--- src/rtl/serial_pattern_seq.sv ---
// Serialises a captured pattern LSB-first for 1 + repeat_cnt passes, then pulses done.
// Optional SEQ_PARITY_EN appends an even-parity bit after every pass.
module serial_pattern_seq #(
    parameter int unsigned WIDTH = 8,
    parameter int unsigned CNT_W = 4
) (
    input  logic             clk,
    input  logic             reset,
    input  logic             start,
    output logic             ready,
    input  logic [WIDTH-1:0] pattern,
    input  logic [CNT_W-1:0] repeat_cnt,
    input  logic             abort,
    output logic             d_out,
    output logic             d_valid,
    output logic             busy,
    output logic             done
);

    localparam int unsigned      IDX_W    = (WIDTH > 1) ? $clog2(WIDTH) : 1;
    localparam logic [IDX_W-1:0] LAST_IDX = IDX_W'(WIDTH - 1);

    typedef enum logic [1:0] {
        S_IDLE   = 2'd0,
        S_SHIFT  = 2'd1,
`ifdef SEQ_PARITY_EN
        S_PARITY = 2'd2,
`endif
        S_DONE   = 2'd3
    } state_t;

    state_t           r_state, w_state_nx;
    logic [WIDTH-1:0] r_pat, w_pat_nx;
    logic [CNT_W-1:0] r_rep, w_rep_nx;
    logic [IDX_W-1:0] r_idx, w_idx_nx, w_idx_inc;
    logic             r_d_out, r_d_valid, r_busy, r_done, r_ready;
    logic             w_d_out_nx, w_d_valid_nx, w_busy_nx, w_done_nx, w_ready_nx;
    logic             w_pass_end;

    assign w_idx_inc = r_idx + IDX_W'(1);

    // Outputs are computed for the next state and registered, so they are
    // valid in the same cycle the state they describe is current.
    always_comb begin
        w_state_nx   = r_state;
        w_pat_nx     = r_pat;
        w_rep_nx     = r_rep;
        w_idx_nx     = r_idx;
        w_d_out_nx   = 1'b0;
        w_d_valid_nx = 1'b0;
        w_busy_nx    = 1'b0;
        w_done_nx    = 1'b0;
        w_ready_nx   = 1'b0;
        w_pass_end   = 1'b0;

        case (r_state)
            S_IDLE: begin
                if (start) begin
                    w_pat_nx     = pattern;
                    w_rep_nx     = repeat_cnt;
                    w_idx_nx     = '0;
                    w_state_nx   = S_SHIFT;
                    w_d_out_nx   = pattern[0];
                    w_d_valid_nx = 1'b1;
                    w_busy_nx    = 1'b1;
                end else begin
                    w_ready_nx   = 1'b1;
                end
            end
            S_SHIFT: begin
                if (abort) begin
                    w_state_nx = S_IDLE;
                    w_ready_nx = 1'b1;
                end else if (r_idx == LAST_IDX) begin
`ifdef SEQ_PARITY_EN
                    w_state_nx   = S_PARITY;
                    w_d_out_nx   = ^r_pat;
                    w_d_valid_nx = 1'b1;
                    w_busy_nx    = 1'b1;
`else
                    w_pass_end   = 1'b1;
`endif
                end else begin
                    w_idx_nx     = w_idx_inc;
                    w_d_out_nx   = r_pat[w_idx_inc];
                    w_d_valid_nx = 1'b1;
                    w_busy_nx    = 1'b1;
                end
            end
`ifdef SEQ_PARITY_EN
            S_PARITY: begin
                if (abort) begin
                    w_state_nx = S_IDLE;
                    w_ready_nx = 1'b1;
                end else begin
                    w_pass_end = 1'b1;
                end
            end
`endif
            S_DONE: begin
                w_state_nx = S_IDLE;
                w_ready_nx = 1'b1;
            end
            default: begin
                w_state_nx = S_IDLE;
                w_ready_nx = 1'b1;
            end
        endcase

        // End of a pass: restart at bit 0 while repeats remain, else finish.
        if (w_pass_end) begin
            if (r_rep != '0) begin
                w_rep_nx     = r_rep - CNT_W'(1);
                w_idx_nx     = '0;
                w_state_nx   = S_SHIFT;
                w_d_out_nx   = r_pat[0];
                w_d_valid_nx = 1'b1;
                w_busy_nx    = 1'b1;
            end else begin
                w_state_nx   = S_DONE;
                w_done_nx    = 1'b1;
            end
        end
    end

    always_ff @(posedge clk) begin
        if (reset) begin
            r_state   <= S_IDLE;
            r_pat     <= '0;
            r_rep     <= '0;
            r_idx     <= '0;
            r_d_out   <= 1'b0;
            r_d_valid <= 1'b0;
            r_busy    <= 1'b0;
            r_done    <= 1'b0;
            r_ready   <= 1'b1;
        end else begin
            r_state   <= w_state_nx;
            r_pat     <= w_pat_nx;
            r_rep     <= w_rep_nx;
            r_idx     <= w_idx_nx;
            r_d_out   <= w_d_out_nx;
            r_d_valid <= w_d_valid_nx;
            r_busy    <= w_busy_nx;
            r_done    <= w_done_nx;
            r_ready   <= w_ready_nx;
        end
    end

    assign d_out   = r_d_out;
    assign d_valid = r_d_valid;
    assign busy    = r_busy;
    assign done    = r_done;
    assign ready   = r_ready;

endmodule

--- config.mk ---
export PLATFORM = sky130hd
export DESIGN_NAME = serial_pattern_seq
export DESIGN_NICKNAME = d
export VERILOG_FILES = /design/src/rtl/serial_pattern_seq.sv
export SDC_FILE = /design/constraint.sdc
export NUM_CORES = 1
export LEC_CHECK = 0
export CAP_MARGIN = 20
export CORE_MARGIN = 1.5
export CORE_UTILIZATION = 53
export DETAILED_ROUTE_END_ITERATION = 8
export HOLD_SLACK_MARGIN = 0.02
export PLACE_DENSITY = 0.92
export SLEW_MARGIN = 20
export SYNTH_ARGS = -nofsm -noshare
export SYNTH_HDL_FRONTEND = slang
export SYNTH_SLANG_ARGS = --single-unit
--- constraint.sdc ---
create_clock -name clk -period 4.9 [get_ports clk]
set_clock_uncertainty 0.15 [all_clocks]
set_input_delay 0.735 -clock clk [delete_from_list [all_inputs] [get_ports clk]]
set_output_delay 0.735 -clock clk [all_outputs]
set_load 0.02 [all_outputs]
==> impl_metrics.toml <==
[sta]
relSlewSlack = 0.527
tightest_slew_ps = 707
min_period_ps = 2230
period_share = 0.454
setup_viol = 0
fin_tns_setup_ps = 0
max_freq_ghz = 0.449
slew_violations = 0
rsz0062_at_grt = "no"
final_hold_viol_count = 0

[worst_setup_path]
crit_arrival_ps = 2290
path_delay_family = "simple AND/OR/NAND/NOR gates"
cp-start-kind = "input pin"
slowest_stage = "clkdlybuf4s50_1"
critPathRequiredTime_ps = 4970
cp_num_buf_inv = 1
critPathMostFrequentCell = "a211oi_1"
critical_path.endpoint_type = "register"
critPathKind = "input pin to register"
crit_chain = "clkdlybuf4s50_1, or3b_4, nor3b_4, a211oi_1, a211oi_1"
slowest_delay_ps = 450
path_max_fanout = 7

[die]
core_area_mm2 = 0.00176
rows = 15
die_area_mm2 = 0.00218
start_util = 0.574
dieHeight_um = 46.7
die_x_um = 46.7
io_pins = 21

[power_and_ir_drop]
power_density_mw_per_mm2 = 263
peakVddDrop_uv = 179
p_leak_uw = 0.000468

[detailed_routing]
antenna_left = 0
drc = 0
drtIter0Drc = 16
num_vias = 899
routed_via_density = 5.58
drt-total-wl_um = 2090
firstDrtPassIters = 4
drt-wirelength-per-cell_um = 13.0

[global_routing]
grt_pass1_vias = 865
antenna_found_initial = 0
grt_overflow = 0
grt_first_pass_wirelength_um = 3440
grt_max_degree = 21
track_usage = 0.230

[clocking]
clk_latency_ps = 310
postCtsSetupRepairBufs = 0
cts_root_buf = "clkbuf_4"
htreeDepth = 1
path_clk_slew_ps = 110
cts_tree = "yes"
hold_buffers = 0
cts.sinks = 21
cts_resized = 0
cts_made_buffers = 3
cts_buffer_depth = 2

[status]
status = "complete, no violations"

[placement]
numPlacedInstances = 157
gp_congestion = 0.864
portBuffers = 20
dp_hpwl_um = 1480

[layout]
final_cells = 161
area_delta_synth_final_pct = 22.5
diodes = 0
final_nets = 157
final_cell_mix = "nand2_1 (21), dfxtp_1 (21), clkdlybuf4s50_1 (20)"
drive_gt1_frac = 0.0662

[synth]
yosysSeqAreaShare = 0.415
ys_seq_elements = 21
synth_warnings = 0
synthesis.nets = 137
syn_area_mm2 = 0.00101
synth_area_per_cell_um2 = 8.65
synthCells = 117
ys_types = 26

[run]
cap_violations = 0

[min_path]
hp-class = "register to register"
-- worst paths after layout --
kind / end / cells past startpoint / slack (ps) / startpoint
setup / recovery: r_rep[1] / 5 / 2670 / abort
hold / removal: r_pat[3] / 2 / 310 / r_pat[3]
setup reg to reg: d_out / 7 / 2850 / r_idx[0]
hold reg to reg: r_pat[3] / 2 / 310 / r_pat[3]
-- cell type report --
| type | instances | area (µm²) |
|---|---|---|
| tap | 25 | 31.3 |
| inverter | 6 | 22.5 |
| multi-input combinational | 84 | 531 |
| clock buffer | 3 | 22.5 |
| clock inverter | 1 | 5.00 |
| timing repair buffer | 21 | 208 |
| fill | 165 | 524 |
| sequential | 21 | 420 |
-- registers in the layout, indices dropped and copies added (netlist names) --
register and count:
busy 1, r_idx 3, r_state 2, r_rep 4, r_pat 8, d_out 1, done 1, ready 1
-- worst reg2reg max path, cell delays in order, from the launching register on --
cell and delay (ps):
dfxtp_1 490, ha_1 190, inv_1 40, ha_1 330, and2b_1 200, a22oi_1 180
nand4_1 110, a311oi_1 270
-- stage by stage --
stage          hold slack [ps]  setup slack, ps  area (µm²)  utilization  power, µW
6_report                   311             2670        1240        0.703        326
5_1_grt                    338             2610        1240        0.703        342
4_1_cts                    314             2670        1240        0.703        327
3_5_place_dp               298             2360        1210        0.687        246
3_3_place_gp               292             2460        1210        0.687        243
2_1_floorplan              286             2990        1010            -        223
-- cells in the mapped netlist (all sizes together) --
cell / count / share of area
dlymetal6s2s: 1 / 0.012
nor2: 7 / 0.026
a311oi: 2 / 0.017
mux2i: 8 / 0.079
or3b: 3 / 0.028
and2b: 1 / 0.0074
dfxtp: 21 / 0.42
a211oi: 4 / 0.030
o21ai: 2 / 0.0099
nand3b: 2 / 0.015
nand2: 21 / 0.078
o22a: 1 / 0.0087
ha: 4 / 0.049
nand4: 2 / 0.012
buf: 2 / 0.015
clkbuf: 3 / 0.011
or3: 2 / 0.012
xor2: 1 / 0.0087
a22oi: 2 / 0.015
nor3: 4 / 0.020
nand3: 3 / 0.015
nor3b: 3 / 0.033
inv: 6 / 0.022
a21oi: 12 / 0.059
-- where the power goes --
group	internal (µW)	switching, µW
Clock	30.5	53.1
Combinational	30.7	26.6
Sequential	179	6.00
Total	240	85.6
-- logic make-up (layout without fill, tap and decap cells) --
family | count (synthesis) | after routing | synth area share
buf+inv | 12 | 31 | 0.0606
flops | 21 | 21 | 0.415
compound gates | 23 | 23 | 0.140
xor+xnor | 1 | 1 | 0.00865
mux | 8 | 8 | 0.0791
fa+ha+maj | 4 | 4 | 0.0494
simple gates | 48 | 48 | 0.247
-- metal layers --
metal / up-vias / routed length [µm] / global-route usage
met3: 7 / 94 / 0.0471
met1: 418 / 907 / 0.246
met4: 0 / 61 / 0.167
met5: - / 0 / 0
li1: 443 / - / -
met2: 31 / 1030 / 0.397
(Power assumes the default switching activity.)
